==> config.mk <==
export PLATFORM = sky130hd
export DESIGN_NAME = keypad_scan
export DESIGN_NICKNAME = d
export VERILOG_FILES = /design/src/rtl/keypad_pkg.sv /design/src/rtl/keypad_scan_debounce.sv /design/src/rtl/keypad_scan.sv
export SDC_FILE = /design/constraint.sdc
export NUM_CORES = 1
export LEC_CHECK = 0
export ABC_CLOCK_PERIOD_IN_PS = 3900
export BUFFER_PORTS_ARGS = -buffer_cell sky130_fd_sc_hd__buf_2
export CAP_MARGIN = 5
export CORE_ASPECT_RATIO = 1.5
export CORE_UTILIZATION = 57
export CTS_BUF_LIST = sky130_fd_sc_hd__clkbuf_4 sky130_fd_sc_hd__clkbuf_8
export CTS_CLUSTER_DIAMETER = 60
export CTS_CLUSTER_SIZE = 30
export DETAILED_ROUTE_END_ITERATION = 10
export GPL_TIMING_DRIVEN = 0
export PLACE_DENSITY = 0.78
export SYNTH_ARGS = -nofsm -noshare
export SYNTH_HDL_FRONTEND = slang
export SYNTH_SLANG_ARGS = --single-unit
==> constraint.sdc <==
create_clock -name clk -period 3.9 [get_ports clk]
set_clock_uncertainty 0.1 [all_clocks]
set_input_delay 0.78 -clock clk [delete_from_list [all_inputs] [get_ports clk]]
set_output_delay 0.78 -clock clk [all_outputs]
set_load 0.02 [all_outputs]
==> src/rtl/keypad_pkg.sv <==
// keypad_pkg
// Shared types and constants for the 4x4 matrix keypad scanner.
//   - db_state_e    : debounce FSM states
//   - frame_class_e : classification of one full 16-bit scan frame
//   - frame_info_t  : classification plus index of the single pressed key
//   - classify_frame: reduces a frame snapshot to frame_info_t
package keypad_pkg;

    localparam int KEY_W    = 4;
    localparam int NUM_COLS = 4;
    localparam int NUM_ROWS = 4;
    localparam int FRAME_W  = NUM_ROWS * NUM_COLS;

    localparam logic [NUM_COLS-1:0] COL_RESET = 4'b1110;

    typedef enum logic [1:0] {
        IDLE       = 2'd0,
        PRESS_DB   = 2'd1,
        HELD       = 2'd2,
        RELEASE_DB = 2'd3
    } db_state_e;

    typedef enum logic [1:0] {
        NONE   = 2'd0,
        SINGLE = 2'd1,
        MULTI  = 2'd2
    } frame_class_e;

    typedef struct packed {
        frame_class_e       cls;
        logic [KEY_W-1:0]   idx;
    } frame_info_t;

    // Count set bits (saturating at two) and remember the first set index;
    // idx is only meaningful when cls is SINGLE.
    function automatic frame_info_t classify_frame(input logic [FRAME_W-1:0] snap);
        frame_info_t info;
        logic [1:0]  hits;
        info.idx = 4'd0;
        hits     = 2'd0;
        for (int b = 0; b < FRAME_W; b++) begin
            if (snap[b]) begin
                if (hits == 2'd0) begin
                    info.idx = KEY_W'(b);
                    hits     = 2'd1;
                end else begin
                    hits     = 2'd2;
                end
            end
        end
        case (hits)
            2'd0:    info.cls = NONE;
            2'd1:    info.cls = SINGLE;
            default: info.cls = MULTI;
        endcase
        return info;
    endfunction

endpackage

==> src/rtl/keypad_scan_debounce.sv <==
// keypad_debounce
// Frame-rate debounce FSM for the keypad scanner. Evaluated only on
// frame_end; accepts a press after DEBOUNCE_CNT identical SINGLE frames and a
// release after DEBOUNCE_CNT NONE frames. No rollover: a new key is accepted
// only after a full release.
// Optional feature macro: KEYPAD_REPEAT_EN (auto-repeat every REPEAT_FRAMES
// frames while HELD).
// Ports:
//   clk, reset      - clock, synchronous active-high reset
//   frame_end       - one-cycle strobe, frame_class/frame_idx valid
//   frame_class     - frame_class_e encoding of the finished frame
//   frame_idx       - index of the pressed key for SINGLE frames
//   key_code        - last accepted key
//   key_valid       - one-cycle strobe on acceptance (or repeat)
//   key_down        - high while in HELD or RELEASE_DB
//   prev_code       - key_code before the most recent acceptance
module keypad_debounce
    import keypad_pkg::*;
#(
    parameter int DEBOUNCE_CNT  = 4,
    parameter int REPEAT_FRAMES = 64
) (
    input  logic             clk,
    input  logic             reset,
    input  logic             frame_end,
    input  logic [1:0]       frame_class,
    input  logic [KEY_W-1:0] frame_idx,
    output logic [KEY_W-1:0] key_code,
    output logic             key_valid,
    output logic             key_down,
    output logic [KEY_W-1:0] prev_code
);

    localparam int              CNT_W    = $clog2(DEBOUNCE_CNT + 1);
    localparam logic [CNT_W-1:0] CNT_ZERO = {CNT_W{1'b0}};
    localparam logic [CNT_W-1:0] CNT_ONE  = CNT_W'(1);
    localparam logic [CNT_W-1:0] CNT_MAX  = CNT_W'(DEBOUNCE_CNT);

    if (DEBOUNCE_CNT < 1 || REPEAT_FRAMES < 1) begin : g_bad_param
        $error("keypad_debounce: DEBOUNCE_CNT and REPEAT_FRAMES must be >= 1");
    end

    frame_class_e      cls_s;
    db_state_e         state_r, state_nxt_s;
    logic [CNT_W-1:0]  cnt_r, cnt_nxt_s, cnt_inc_s;
    logic [KEY_W-1:0]  cand_r, cand_nxt_s;
    logic [KEY_W-1:0]  key_code_r, code_nxt_s;
    logic [KEY_W-1:0]  prev_code_r, prev_nxt_s;
    logic              key_valid_r, key_down_r;
    logic              accept_s;
    logic [KEY_W-1:0]  accept_code_s;
    logic              repeat_s;

    assign cls_s     = frame_class_e'(frame_class);
    assign cnt_inc_s = (cnt_r == CNT_MAX) ? CNT_MAX : cnt_r + CNT_ONE;

    // Debounce next-state logic, only advanced on a frame end.
    always_comb begin
        state_nxt_s   = state_r;
        cnt_nxt_s     = cnt_r;
        cand_nxt_s    = cand_r;
        code_nxt_s    = key_code_r;
        prev_nxt_s    = prev_code_r;
        accept_s      = 1'b0;
        accept_code_s = cand_r;
        if (frame_end) begin
            case (state_r)
                IDLE: begin
                    if (cls_s == SINGLE) begin
                        if (CNT_MAX == CNT_ONE) begin
                            accept_s      = 1'b1;
                            accept_code_s = frame_idx;
                        end else begin
                            cand_nxt_s  = frame_idx;
                            cnt_nxt_s   = CNT_ONE;
                            state_nxt_s = PRESS_DB;
                        end
                    end else begin
                        cnt_nxt_s = CNT_ZERO;
                    end
                end
                PRESS_DB: begin
                    if (cls_s == SINGLE && frame_idx == cand_r) begin
                        if (cnt_inc_s == CNT_MAX) begin
                            accept_s      = 1'b1;
                            accept_code_s = cand_r;
                        end else begin
                            cnt_nxt_s = cnt_inc_s;
                        end
                    end else if (cls_s == SINGLE) begin
                        cand_nxt_s = frame_idx;
                        cnt_nxt_s  = CNT_ONE;
                    end else begin
                        cnt_nxt_s   = CNT_ZERO;
                        state_nxt_s = IDLE;
                    end
                end
                HELD: begin
                    // MULTI and SINGLE(other) deliberately keep the held key.
                    if (cls_s == NONE) begin
                        if (CNT_MAX == CNT_ONE) begin
                            cnt_nxt_s   = CNT_ZERO;
                            state_nxt_s = IDLE;
                        end else begin
                            cnt_nxt_s   = CNT_ONE;
                            state_nxt_s = RELEASE_DB;
                        end
                    end else begin
                        state_nxt_s = HELD;
                    end
                end
                RELEASE_DB: begin
                    if (cls_s == NONE) begin
                        if (cnt_inc_s == CNT_MAX) begin
                            cnt_nxt_s   = CNT_ZERO;
                            state_nxt_s = IDLE;
                        end else begin
                            cnt_nxt_s = cnt_inc_s;
                        end
                    end else if (cls_s == SINGLE && frame_idx == key_code_r) begin
                        cnt_nxt_s   = CNT_ZERO;
                        state_nxt_s = HELD;
                    end else begin
                        cnt_nxt_s = CNT_ZERO;
                    end
                end
                default: begin
                    cnt_nxt_s   = CNT_ZERO;
                    state_nxt_s = IDLE;
                end
            endcase
        end else begin
            state_nxt_s = state_r;
        end
        if (accept_s) begin
            state_nxt_s = HELD;
            cnt_nxt_s   = CNT_ZERO;
            prev_nxt_s  = key_code_r;
            code_nxt_s  = accept_code_s;
        end else begin
            prev_nxt_s  = prev_code_r;
        end
    end

`ifdef KEYPAD_REPEAT_EN
    localparam int              REP_W    = $clog2(REPEAT_FRAMES + 1);
    localparam logic [REP_W-1:0] REP_ZERO = {REP_W{1'b0}};
    localparam logic [REP_W-1:0] REP_ONE  = REP_W'(1);
    localparam logic [REP_W-1:0] REP_MAX  = REP_W'(REPEAT_FRAMES);

    logic [REP_W-1:0] rep_cnt_r, rep_cnt_nxt_s;

    // Repeat frame counter: runs only while staying in HELD.
    always_comb begin
        rep_cnt_nxt_s = rep_cnt_r;
        repeat_s      = 1'b0;
        if (accept_s || state_nxt_s != HELD) begin
            rep_cnt_nxt_s = REP_ZERO;
        end else if (frame_end && state_r == HELD) begin
            if (rep_cnt_r + REP_ONE >= REP_MAX) begin
                repeat_s      = 1'b1;
                rep_cnt_nxt_s = REP_ZERO;
            end else begin
                rep_cnt_nxt_s = rep_cnt_r + REP_ONE;
            end
        end else begin
            rep_cnt_nxt_s = rep_cnt_r;
        end
    end

    // Repeat counter register.
    always_ff @(posedge clk) begin
        if (reset) begin
            rep_cnt_r <= REP_ZERO;
        end else begin
            rep_cnt_r <= rep_cnt_nxt_s;
        end
    end
`else
    assign repeat_s = 1'b0;
`endif

    // FSM state and registered outputs.
    always_ff @(posedge clk) begin
        if (reset) begin
            state_r     <= IDLE;
            cnt_r       <= CNT_ZERO;
            cand_r      <= 4'd0;
            key_code_r  <= 4'd0;
            prev_code_r <= 4'd0;
            key_valid_r <= 1'b0;
            key_down_r  <= 1'b0;
        end else begin
            state_r     <= state_nxt_s;
            cnt_r       <= cnt_nxt_s;
            cand_r      <= cand_nxt_s;
            key_code_r  <= code_nxt_s;
            prev_code_r <= prev_nxt_s;
            key_valid_r <= accept_s | repeat_s;
            key_down_r  <= (state_nxt_s == HELD) || (state_nxt_s == RELEASE_DB);
        end
    end

    assign key_code  = key_code_r;
    assign prev_code = prev_code_r;
    assign key_valid = key_valid_r;
    assign key_down  = key_down_r;

endmodule

==> src/rtl/keypad_scan.sv <==
// keypad_scan
// Scans a 4x4 active-low matrix keypad, synchronizes the rows, builds a
// 16-bit frame snapshot (bit = row*4 + col) and hands each completed frame to
// keypad_debounce, which reports new presses as a hex code plus strobe.
// Optional feature macro: KEYPAD_REPEAT_EN (auto-repeat while held).
// Ports:
//   clk        - system clock
//   reset      - synchronous active-high reset
//   col_n[3:0] - column drive, active-low, one bit low at a time
//   row_n[3:0] - row sense, active-low, asynchronous to clk
//   key_code   - last accepted key (row*4 + col)
//   key_valid  - one-cycle strobe when key_code is (re)issued
//   key_down   - high while the accepted key is held
//   prev_code  - key_code value before the most recent new acceptance
module keypad_scan
    import keypad_pkg::*;
#(
    parameter int SCAN_DIV      = 50000,
    parameter int DEBOUNCE_CNT  = 4,
    parameter int REPEAT_FRAMES = 64
) (
    input  logic                clk,
    input  logic                reset,
    output logic [NUM_COLS-1:0] col_n,
    input  logic [NUM_ROWS-1:0] row_n,
    output logic [KEY_W-1:0]    key_code,
    output logic                key_valid,
    output logic                key_down,
    output logic [KEY_W-1:0]    prev_code
);

    localparam int               SLOT_W    = $clog2(SCAN_DIV);
    localparam logic [SLOT_W-1:0] SLOT_ONE  = SLOT_W'(1);
    localparam logic [SLOT_W-1:0] SLOT_LAST = SLOT_W'(SCAN_DIV - 1);
    localparam int               COL_W     = $clog2(NUM_COLS);
    localparam logic [COL_W-1:0]  COL_ONE   = COL_W'(1);
    localparam logic [COL_W-1:0]  COL_LAST  = COL_W'(NUM_COLS - 1);

    if (SCAN_DIV < 4) begin : g_bad_param
        $error("keypad_scan: SCAN_DIV must be >= 4");
    end

    logic [NUM_ROWS-1:0] row_meta_r, row_sync_r;
    logic [SLOT_W-1:0]   slot_r;
    logic [COL_W-1:0]    col_idx_r;
    logic [NUM_COLS-1:0] col_n_r;
    logic [FRAME_W-1:0]  snap_r, snap_nxt_s;
    logic                sample_s, frame_end_s;
    frame_info_t         info_s;

    // Two-flop row synchronizer; idles high like the pulled-up pins.
    always_ff @(posedge clk) begin
        if (reset) begin
            row_meta_r <= 4'b1111;
            row_sync_r <= 4'b1111;
        end else begin
            row_meta_r <= row_n;
            row_sync_r <= row_meta_r;
        end
    end

    // Slot and column counters; col_n rotates together with col_idx.
    always_ff @(posedge clk) begin
        if (reset) begin
            slot_r    <= {SLOT_W{1'b0}};
            col_idx_r <= {COL_W{1'b0}};
            col_n_r   <= COL_RESET;
        end else if (slot_r == SLOT_LAST) begin
            slot_r    <= {SLOT_W{1'b0}};
            col_idx_r <= col_idx_r + COL_ONE;
            col_n_r   <= {col_n_r[NUM_COLS-2:0], col_n_r[NUM_COLS-1]};
        end else begin
            slot_r    <= slot_r + SLOT_ONE;
        end
    end

    // Sampling in the last slot cycle leaves the synchronizer time to settle
    // after the column change.
    assign sample_s    = (slot_r == SLOT_LAST);
    assign frame_end_s = sample_s && (col_idx_r == COL_LAST);

    // Snapshot with the current column's rows merged in, so the frame-end
    // classification sees the column being sampled this cycle.
    always_comb begin
        snap_nxt_s = snap_r;
        for (int b = 0; b < FRAME_W; b++) begin
            if (col_idx_r == COL_W'(b % NUM_COLS)) begin
                snap_nxt_s[b] = ~row_sync_r[b / NUM_COLS];
            end else begin
                snap_nxt_s[b] = snap_r[b];
            end
        end
    end

    // Frame snapshot register.
    always_ff @(posedge clk) begin
        if (reset) begin
            snap_r <= {FRAME_W{1'b0}};
        end else if (sample_s) begin
            snap_r <= snap_nxt_s;
        end else begin
            snap_r <= snap_r;
        end
    end

    // Frame classification for the debounce FSM.
    always_comb begin
        info_s = classify_frame(snap_nxt_s);
    end

    keypad_debounce #(
        .DEBOUNCE_CNT  (DEBOUNCE_CNT),
        .REPEAT_FRAMES (REPEAT_FRAMES)
    ) u_debounce (
        .clk         (clk),
        .reset       (reset),
        .frame_end   (frame_end_s),
        .frame_class (info_s.cls),
        .frame_idx   (info_s.idx),
        .key_code    (key_code),
        .key_valid   (key_valid),
        .key_down    (key_down),
        .prev_code   (prev_code)
    );

    assign col_n = col_n_r;

endmodule

==> results of run 1 <==
==> power groups by stage <==
| stage | clock (mW) | combinational, mW | sequential, mW |
|---|---|---|---|
| after floorplan | 0 | 0.0685 | 0.688 |
| after global placement | 0 | 0.0870 | 0.689 |
| after detailed placement | 0 | 0.0880 | 0.689 |
| after CTS | 0.556 | 0.105 | 0.674 |
| after global routing | 0.588 | 0.130 | 0.674 |
| final | 0.550 | 0.122 | 0.673 |
==> flip-flops by register name, indices dropped and copies added, names as in the netlist, 4 cells and up <==
register and flops:
slot_r 16, snap_r 16, row_sync_r 4, u_debounce.key_code 4
u_debounce.cand_r 4, u_debounce.prev_code 4, col_n 4, row_meta_r 4
==> metal layers <==
layer | track usage, % | vias up | wire length, microns
met5 | 0 | - | 0
met4 | 18.2 | 0 | 579
met3 | 6.16 | 57 | 537
met2 | 56.3 | 185 | 5510
met1 | 32.0 | 1750 | 4160
li1 | - | 1833 | -
==> final timing paths <==
check | from | to | slack, ns | cells past startpoint
worst min-delay path | row_meta_r[0]$_SDFF_PP1_ | row_sync_r[0]$_SDFF_PP1_ | 0.31 | 1
worst min register to register | row_meta_r[0]$_SDFF_PP1_ | row_sync_r[0]$_SDFF_PP1_ | 0.31 | 1
worst max-delay path | col_idx_r[1]$_SDFFE_PP0N_ | u_debounce.cand_r[1]$_SDFFE_PP0P_ | -0.24 | 21
worst max register to register | col_idx_r[1]$_SDFFE_PP0N_ | u_debounce.cand_r[1]$_SDFFE_PP0P_ | -0.24 | 21
==> placed cells by master (no fill, tap or decap), types with 10 or more instances in the layout <==
cell,n
a21oi_1,31
buf_2,19
buf_4,32
clkbuf_1,13
clkbuf_8,13
dfxtp_1,63
inv_1,16
nand2_1,51
nand3_1,10
nor2_1,76
o21ai_0,15
or2_2,13
xnor2_1,12
xor2_1,11
==> stage by stage <==
stage / util, % / instances / area (sq um) / hold slack (ns) / setup TNS (ns)
floorplan: - / 490 / 3870 / 0.289 / 0
global placement: 62.5 / 584 / 4050 / 0.296 / -10.23
detailed placement: 62.5 / 584 / 4050 / 0.292 / -11.58
CTS: 71.4 / 624 / 4630 / 0.308 / -2.19
global route: 74.6 / 631 / 4840 / 0.331 / -5.81
finish: 74.6 / 631 / 4840 / 0.308 / -2.51
==> area by class of cell <==
cell class                      count  area (sq um)
Buffer                             20           124
Tap cell                           76          95.1
Timing Repair Buffer               49           327
Fill cell                         482          1650
Multi-Input combinational cell    385          2710
Clock inverter                      2          10.0
Inverter                           20          80.1
Sequential cell                    65          1310
Clock buffer                       14           186
==> synth_stat cells, types with 2 or more instances <==
master     count
nor2_1        78
dfxtp_1       65
nand2_1       60
a21oi_1       40
inv_1         20
o21ai_0       17
clkbuf_1      14
nand3_1       13
or2_2         13
xor2_1        13
xnor2_1       12
ha_1          11
nand4_1        9
and2_1         8
nand2b_1       8
nor3_1         7
a211oi_1       6
mux2i_1        6
a21o_1         5
a31oi_1        4
and3_1         4
nand3b_1       4
nor2b_1        4
o211ai_1       4
a311oi_1       3
nor4_1         3
o21a_1         3
o31ai_2        3
a211oi_2       2
a221oi_1       2
and4_1         2
buf_2          2
buf_4          2
nor3_4         2
o2111ai_1      2
o221a_2        2
o22ai_1        2
o22ai_2        2
==> worst register-to-register path, cell delays in order, from the launching register on <==
cell and delay (ns):
dfxtp_4 0.35, inv_4 0.07, ha_4 0.14, buf_8 0.10
nor2_2 0.05, a21oi_4 0.14, inv_2 0.09, ha_4 0.26
nor2b_4 0.16, a21boi_4 0.25, nand4_1 0.13, o22ai_2 0.22
o2111ai_4 0.21, buf_4 0.20, o31ai_4 0.33, xor2_1 0.29
nor2_2 0.11, and4_4 0.23, nor3_4 0.18, buf_4 0.15
mux2i_1 0.20, nor2_1 0.06
==> logic make-up (layout without fill, tap and decap cells) <==
group	after synthesis	in the layout	synth area share, %
mux	6	6	1.56
flops	65	65	33.9
buf+inv	40	105	4.36
xor+xnor	25	25	5.70
simple gates	223	223	28.4
compound gates	120	120	22.5
fa+ha+maj	11	11	3.58
==> what timing repair did <==
action,4_1_cts,5_1_grt
gates resized for setup,47,32
hold buffers,0,0
buffers inserted,23,7
hold endpoints to repair,0,0
pin swaps,21,13
setup endpoints to repair,19,19
gates cloned,1,0
==> impl_metrics.env, run 1 <==
export IMPL_status="finished, violations left"
export IMPL_violations="negative setup slack"
export IMPL_p_comb_share_pct=9.1
export IMPL_peakVddDrop_mv=0.265
export IMPL_clk_pin_slew_worst_paths_ns=0.07
export IMPL_rows=36
export IMPL_area_growth_synth_to_final_pct=26.0
export IMPL_tightest_slew_ns=0.727
export IMPL_clock_latency_ns=0.34
export IMPL_fmax_ghz=0.241
export IMPL_cts_made_buffers=9
export IMPL_slew_violations=0
export IMPL_grt_start_max_net_pins=11
export IMPL_die_w_microns=69.0
export IMPL_antennaDiodeCount=0
export IMPL_synthFlopType="dfxtp_1"
export IMPL_drtIter0Drc=248
export IMPL_max_slew_margin_pct=51.0
export IMPL_post_route_period_util_pct=106
export IMPL_die_height_microns=103
export IMPL_gp_congestion=0.980
export IMPL_synth_seq_cells=65
export IMPL_first_pass_iters=6
export IMPL_netlist_top_cells_area="dfxtp_1, nor2_1, nand2_1, a21oi_1, ha_1"
export IMPL_p_int_mw=1.02
export IMPL_io_buffers=18
export IMPL_yosysSeqAreaShare_pct=33.9
export IMPL_initial_utilization_pct=59.2
export IMPL_cp_required_ns=4.01
export IMPL_path_class="reg -> reg"
export IMPL_cts_root_buf="clkbuf_8"
export IMPL_crit_path_start_kind="flop"
export IMPL_finalCriticalPeriod_ns=4.14
export IMPL_cap_violations=0
export IMPL_swShare_pct=23.9
export IMPL_detail_route_antenna_nets=0
export IMPL_antenna_found_initial=0
export IMPL_crit_family="compound AO/OA/AOI/OAI gates"
export IMPL_num_nets_final=567
export IMPL_finalSetupViolCount=18
export IMPL_grt_use_total_pct=30.5
export IMPL_crit_buf_inv=5
export IMPL_pwr_density_cell_nw_per_um2=278
export IMPL_cts_tree="yes"
export IMPL_hpwl_mm=7.16
export IMPL_vias_per_cell=6.06
export IMPL_grt_setup_unrepaired="yes"
export IMPL_hold_viol=0
export IMPL_cpPeakStageDelay_ns=0.35
export IMPL_seq_power_share_pct=50.1
export IMPL_cp_max_fo=5
export IMPL_power_total_mw=1.35
export IMPL_path_cells="inv_4 > ha_4 > buf_8 > nor2_2 > a21oi_4 > inv_2 > ha_4 > nor2b_4 > a21boi_4 > nand4_1 > o22ai_2 > o2111ai_4 > buf_4 > o31ai_4 > xor2_1 > nor2_2 > and4_4 > nor3_4 > buf_4 > mux2i_1 > nor2_1"
export IMPL_clkPwrFrac_pct=40.9
export IMPL_io_pins=20
export IMPL_synth_cells=490
export IMPL_yosys_area_top_type_share_pct=33.9
export IMPL_dieArea_sq_um=7080
export IMPL_crit_arrival_ns=4.25
export IMPL_syn_area_per_cell_sq_um=7.84
export IMPL_synth_edff_count=0
export IMPL_yosys_area_top_type="dfxtp_1"
export IMPL_p_leak_nw=1.89
export IMPL_clock_sinks=65
export IMPL_yosysUniqueCellTypes=71
export IMPL_ys_warn_count=0
export IMPL_clockBufferDepth=2
export IMPL_htree_levels=3
export IMPL_dp_slack_ns=-0.717
export IMPL_hold_path_class="reg -> reg"
export IMPL_grt_pass1_wl_mm=17.2
export IMPL_drt_total_wl_mm=10.8
export IMPL_slowest_stage="dfxtp_4"
export IMPL_layout_setup_ws_ns=-0.243
export IMPL_core_area_sq_um=6490
export IMPL_drc=0
export IMPL_avgRoutedWirePerCell_microns=17.1
export IMPL_endpoint_kind="flop"
export IMPL_vias=3825
export IMPL_ys_async_sr_fraction_pct=0
export IMPL_grt_overflow=0
export IMPL_syn_area_sq_um=3840
export IMPL_synth_nets=507
export IMPL_drive_above_1_share_pct=28.8
export IMPL_grt_pass1_vias=3747
export IMPL_power_switching_uw=322
No activity file was read; power rests on OpenSTA's default activity.
==> run 2, diff against run 1 <==
- ABC_CLOCK_PERIOD_IN_PS: 3900 -> default
- PLACE_DENSITY: 0.78 -> 0.77
==> run 2 against run 1 <==
The run still ends with negative setup slack left. Final area rose by 0.21%. Setup slack improved by 0.12 ns. Utilization increased by 0.15 points. Largest cell class unchanged. Sequential power is essentially flat. Combinational power is 4% lower.
==> impl_metrics.env, run 2 (same netlist as run 1, synthesis figures left out) <==
export IMPL_violations="negative setup slack"
export IMPL_dieArea_sq_um=7080
export IMPL_grt_start_max_net_pins=13
export IMPL_die_w_microns=69.0
export IMPL_crit_arrival_ns=4.14
export IMPL_hpwl_mm=7.18
export IMPL_grt_use_total_pct=31.1
export IMPL_cts_root_buf="clkbuf_8"
export IMPL_avgRoutedWirePerCell_microns=16.9
export IMPL_finalInstanceArea_sq_um=4850
export IMPL_max_slew_margin_pct=48.7
export IMPL_swShare_pct=24.4
export IMPL_drtIter0Drc=223
export IMPL_grt_pass1_vias=3779
export IMPL_clock_sinks=65
export IMPL_filler_cell_count=472
export IMPL_peakVddDrop_mv=0.280
export IMPL_vias_per_cell=5.98
export IMPL_p_int_mw=1.05
export IMPL_rows=36
export IMPL_clk_pin_slew_worst_paths_ns=0.07
export IMPL_drc=0
export IMPL_clockBufferDepth=2
export IMPL_p_comb_share_pct=8.4
export IMPL_final_util_pct=74.8
export IMPL_p_leak_nw=1.87
export IMPL_slew_violations=0
export IMPL_crit_path_start_kind="flop"
export IMPL_hold_ws_ns=0.306
export IMPL_io_buffers=18
export IMPL_layout_setup_ws_ns=-0.127
export IMPL_post_route_period_util_pct=103
export IMPL_drt_total_wl_mm=10.7
export IMPL_hold_path_class="reg -> reg"
export IMPL_gp_congestion=0.946
export IMPL_tightest_slew_ns=0.760
export IMPL_finalCriticalPeriod_ns=4.03
export IMPL_grt_pass1_wl_mm=17.3
export IMPL_power_switching_uw=338
export IMPL_power_total_mw=1.39
export IMPL_io_pins=20
export IMPL_endpoint_kind="flop"
export IMPL_layout_commonest_cell="nor2_1"
export IMPL_fin_tns_setup_ns=-1.33
export IMPL_seq_power_share_pct=48.6
export IMPL_fmax_ghz=0.248
export IMPL_grt_setup_unrepaired="yes"
export IMPL_clkPwrFrac_pct=42.9
export IMPL_cts_made_buffers=9
export IMPL_antennaDiodeCount=0
export IMPL_status="finished, violations left"
export IMPL_cap_violations=0
export IMPL_cts_tree="yes"
export IMPL_path_class="reg -> reg"
export IMPL_drive_above_1_share_pct=27.7
export IMPL_reg_top3="slot_r (16), snap_r (16)"
export IMPL_detail_route_antenna_nets=0
export IMPL_initial_utilization_pct=59.2
export IMPL_antenna_found_initial=0
export IMPL_mostFrequentLayoutCells="nor2_1, dfxtp_1, nand2_1"
export IMPL_dpl_cell_area_sq_um=4050
export IMPL_vias=3759
export IMPL_first_pass_iters=8
export IMPL_clock_latency_ns=0.35
export IMPL_finalSetupViolCount=16
export IMPL_cp_required_ns=4.01
export IMPL_area_growth_synth_to_final_pct=26.3
export IMPL_pwr_density_cell_nw_per_um2=286
export IMPL_die_height_microns=103
export IMPL_core_area_sq_um=6490
export IMPL_holdBufCountCts=0
export IMPL_grt_overflow=0
export IMPL_hold_viol=0
export IMPL_num_nets_final=565
export IMPL_htree_levels=3
export IMPL_cp_max_fo=6
==> run 2: final cells by class <==
type | count | area (sq um) | share of cell area [%]
Multi-Input combinational cell | 385 | 2720 | 56.1
Tap cell | 76 | 95.1 | 1.96
Clock inverter | 5 | 61.3 | 1.26
Clock buffer | 11 | 151 | 3.12
Timing Repair Buffer | 47 | 315 | 6.50
Inverter | 20 | 80.1 | 1.65
Buffer | 20 | 120 | 2.48
Sequential cell | 65 | 1310 | 26.9
==> run 2: routing by layer <==
layer / vias up / wire length, microns / part of all wire (%) / GRT usage [%]
li1: 1841 / - / - / -
met1: 1769 / 4130 / 39 / 33.3
met2: 108 / 5650 / 53 / 56.8
met3: 41 / 412 / 3.9 / 4.79
met4: 0 / 461 / 4.3 / 20.9
met5: - / 0 / 0 / 0
==> run 2: worst paths after layout <==
path | start | to | slack (ns) | cells after the start
worst min register to register | row_meta_r[3]$_SDFF_PP1_ | row_sync_r[3]$_SDFF_PP1_ | 0.31 | 1
worst min-delay path | row_meta_r[3]$_SDFF_PP1_ | row_sync_r[3]$_SDFF_PP1_ | 0.31 | 1
worst max register to register | col_idx_r[1]$_SDFFE_PP0N_ | u_debounce.cnt_r[2]$_SDFFE_PP0P_ | -0.13 | 18
worst max-delay path | col_idx_r[1]$_SDFFE_PP0N_ | u_debounce.cnt_r[2]$_SDFFE_PP0P_ | -0.13 | 18
==> run 2: through the flow <==
stage / instances / setup slack [ns]
finish: 629 / -0.127
detailed placement: 584 / -0.757
global placement: 584 / -0.660
CTS: 625 / -0.126
global route: 629 / -0.307
floorplan: 490 / 0.0000124
==> run 2: critical path, stage by stage (launching register included) <==
cell	delay, ns
dfxtp_2	0.36
inv_4	0.05
ha_4	0.16
clkbuf_16	0.15
nand2_4	0.07
o21ai_4	0.06
buf_4	0.13
ha_1	0.23
o311ai_0	0.71
o22ai_2	0.22
o2111ai_4	0.16
buf_4	0.17
nor3b_2	0.04
o22ai_2	0.22
xor2_2	0.25
and4_4	0.32
nand3_1	0.13
a31oi_2	0.27
a2111oi_4	0.08
==> run 2: power by group through the flow <==
stage	registers, mW	clock network [mW]	logic, mW
floorplan	0.688	0	0.0685
global placement	0.689	0	0.0873
detailed placement	0.689	0	0.0885
CTS	0.673	0.607	0.108
global route	0.674	0.635	0.127
finish	0.674	0.595	0.117
==> run 2: what timing repair did <==
action                     4_1_cts  5_1_grt
resized for setup               46       27
pin swaps                       25       13
buffers inserted                24        4
cloned                           1        0
setup endpoints to repair       19       19
==> run 3, diff against run 2 <==
- ABC_AREA: default -> 1
- CORE_UTILIZATION: 57 -> 35
- HOLD_SLACK_MARGIN: default -> 0.12
- PLACE_DENSITY: 0.77 -> 0.51
==> run 3 against run 2 <==
The flow still finishes with violations (negative setup slack). Maximum frequency down 8.5%. Final area increased by 1.9%. Global-route usage decreased by 14 points. Synthesized cell count increased by 19%. Register-to-register slack worse by 0.37 ns. Power is 2.4% lower.
==> impl_metrics.env, run 3 <==
export IMPL_status="finished, violations left"
export IMPL_violations="negative setup slack"
export IMPL_grt_start_max_net_pins=12
export IMPL_htree_levels=3
export IMPL_yosys_area_top_type_share_pct=33.6
export IMPL_grt_pass1_vias=3407
export IMPL_die_w_microns=87.9
export IMPL_endpoint_kind="flop"
export IMPL_synthFlopType="dfxtp_1"
export IMPL_drive_above_1_share_pct=29.3
export IMPL_num_nets_final=661
export IMPL_seqCellArea_sq_um=1310
export IMPL_syn_area_per_cell_sq_um=6.66
export IMPL_yosysSeqAreaShare_pct=33.6
export IMPL_fmax_ghz=0.227
export IMPL_ys_warn_count=0
export IMPL_hold_path_class="reg -> reg"
export IMPL_antenna_found_initial=0
export IMPL_yosys_area_top_type="dfxtp_1"
export IMPL_highest_layer="met4"
export IMPL_mostFrequentLayoutCells="nand2_1, inv_1, dfxtp_1"
export IMPL_synthTopCellsByCount="nand2_1, inv_1, dfxtp_1"
export IMPL_dieArea_sq_um=11500
export IMPL_clk_pin_slew_worst_paths_ns=0.07
export IMPL_filler_cell_count=1121
export IMPL_grt_setup_unrepaired="yes"
export IMPL_hpwl_mm=7.29
export IMPL_finalCriticalPeriod_ns=4.40
export IMPL_yosysUniqueCellTypes=40
export IMPL_r2r_start="col_idx_r[1]$_SDFFE_PP0N_"
export IMPL_multi_input_area_sq_um=2520
export IMPL_reg2reg_depth=32
export IMPL_hold_viol=0
export IMPL_ys_async_sr_fraction_pct=0
export IMPL_crit_path_start_kind="flop"
export IMPL_finalSetupViolCount=19
export IMPL_initial_utilization_pct=36.4
export IMPL_grt_use_total_pct=17.5
export IMPL_rows=46
export IMPL_cp_required_ns=4.04
export IMPL_pwr_density_cell_nw_per_um2=273
export IMPL_synth_edff_count=0
export IMPL_layoutNonFillerInstCount=793
export IMPL_drtIter0Drc=110
export IMPL_max_slew_margin_pct=35.7
export IMPL_synth_most_common_cell="nand2_1"
export IMPL_syn_area_sq_um=3870
export IMPL_peakVddDrop_mv=0.185
export IMPL_vias_per_cell=4.71
export IMPL_first_pass_iters=4
export IMPL_grt_overflow=0
export IMPL_cts_root_buf="clkbuf_8"
export IMPL_reg2reg_to="u_debounce.key_code[2]$_SDFFE_PP0P_"
export IMPL_cts_made_buffers=9
export IMPL_layout_commonest_cell="nand2_1"
export IMPL_drt_total_wl_mm=9.70
export IMPL_synth_seq_cells=65
export IMPL_avgRoutedWirePerCell_microns=12.2
export IMPL_layout_setup_ws_ns=-0.499
export IMPL_tightest_slew_ns=0.954
export IMPL_cpPeakStageDelay_ns=0.35
export IMPL_holdPathEnd="row_sync_r[1]$_SDFF_PP1_"
export IMPL_wl_met2_mm=5.19
export IMPL_core_area_sq_um=10600
export IMPL_gp_congestion=0.773
export IMPL_slew_violations=0
export IMPL_cts_tree="yes"
export IMPL_p_leak_nw=2.28
export IMPL_cap_violations=0
export IMPL_synth_cells=582
export IMPL_final_util_pct=46.4
export IMPL_rrSetupSlack_ns=-0.50
export IMPL_routedLengthMet1_mm=4.17
export IMPL_io_pins=20
export IMPL_hold_start="row_meta_r[1]$_SDFF_PP1_"
export IMPL_clock_latency_ns=0.35
export IMPL_vias=3737
export IMPL_path_class="reg -> reg"
export IMPL_die_height_microns=131
export IMPL_post_route_period_util_pct=113
export IMPL_io_buffers=19
export IMPL_netlist_top_cells_area="dfxtp_1, nand2_1, inv_1, a21oi_1, o21ai_0"
export IMPL_reg_top3="slot_r (16), snap_r (16)"
export IMPL_slowest_stage="dfxtp_4"
export IMPL_drc=0
export IMPL_clock_sinks=65
export IMPL_antennaDiodeCount=0
export IMPL_synth_nets=599
export IMPL_crit_arrival_ns=4.54
export IMPL_wl_met3_microns=178
export IMPL_cp_max_fo=5
export IMPL_hold_ws_ns=0.309
export IMPL_place_inst=745
export IMPL_area_growth_synth_to_final_pct=27.6
export IMPL_clockBufferDepth=2
export IMPL_fin_tns_setup_ns=-8.39
export IMPL_detail_route_antenna_nets=0
export IMPL_grt_pass1_wl_mm=15.5
export IMPL_holdPathStages=1
export IMPL_holdBufCountCts=0
run 3: logic make-up after synthesis:
kind of cell / after synthesis / share of synthesized area, %
buf+inv: 101 / 10.1
simple gates: 282 / 35.1
xor+xnor: 2 / 0.452
flops: 65 / 33.6
fa+ha+maj: 11 / 3.55
compound gates: 121 / 17.1
run 3: how the worst max path moves through the flow:
stage | slack, ns | depth (start not counted) | startpoint | endpoint
2_1_floorplan | -0.06 | 37 | col_idx_r[1]$_SDFFE_PP0N_ | u_debounce.prev_code[0]$_SDFFE_PP0P_
3_3_place_gp | -0.62 | 35 | col_idx_r[1]$_SDFFE_PP0N_ | u_debounce.cnt_r[2]$_SDFFE_PP0P_
3_5_place_dp | -0.68 | 35 | col_idx_r[1]$_SDFFE_PP0N_ | u_debounce.prev_code[1]$_SDFFE_PP0P_
4_1_cts | -0.40 | 35 | col_idx_r[1]$_SDFFE_PP0N_ | u_debounce.prev_code[3]$_SDFFE_PP0P_
5_1_grt | -0.83 | 33 | col_idx_r[1]$_SDFFE_PP0N_ | u_debounce.cnt_r[1]$_SDFFE_PP0P_
6_report | -0.50 | 32 | col_idx_r[1]$_SDFFE_PP0N_ | u_debounce.key_code[2]$_SDFFE_PP0P_
run 3: report_power, final:
group | switching, mW | internal (mW) | total, mW
Sequential | 0.00440 | 0.668 | 0.673
Combinational | 0.0914 | 0.0592 | 0.151
Clock | 0.266 | 0.262 | 0.529
run 3: area by class of cell:
cell class                      instances  share of cell area (%)
Buffer                                 10                   0.987
Timing Repair Buffer                   51                    7.11
Inverter                               91                    7.21
Sequential cell                        65                    26.5
Clock inverter                          4                   0.582
Clock buffer                           12                    3.09
Multi-Input combinational cell        416                    50.9
Tap cell                              144                    3.64
run 3: layer usage:
metal / track usage, % / vias to the layer above
met4: 6.08 / 0
met2: 32.8 / 28
met5: 0 / -
li1: - / 2009
met3: 2.89 / 10
met1: 19.5 / 1690
run 3: critical path, delay by kind of cell (launching register included):
kind                       cells  cell delay [ns]
DFF                            1             0.35
and+or+nand+nor               20             2.47
AOI/OAI and AO/OA              4             0.36
buffers and inverters          6             0.64
adders and majority gates      2             0.35
run 3: repair_timing:
action,CTS,global route
hold endpoints to repair,0,0
resized for setup,40,36
setup endpoints to repair,19,19
buffers inserted,20,12
pin swaps,27,33
run 3: per-stage QoR:
step / instance area, sq um / setup WS [ns] / power, mW
floorplan: 3950 / -0.0582 / 0.777
global placement: 4220 / -0.623 / 0.802
detailed placement: 4220 / -0.682 / 0.804
CTS: 4710 / -0.399 / 1.35
global route: 4940 / -0.825 / 1.42
finish: 4940 / -0.499 / 1.35
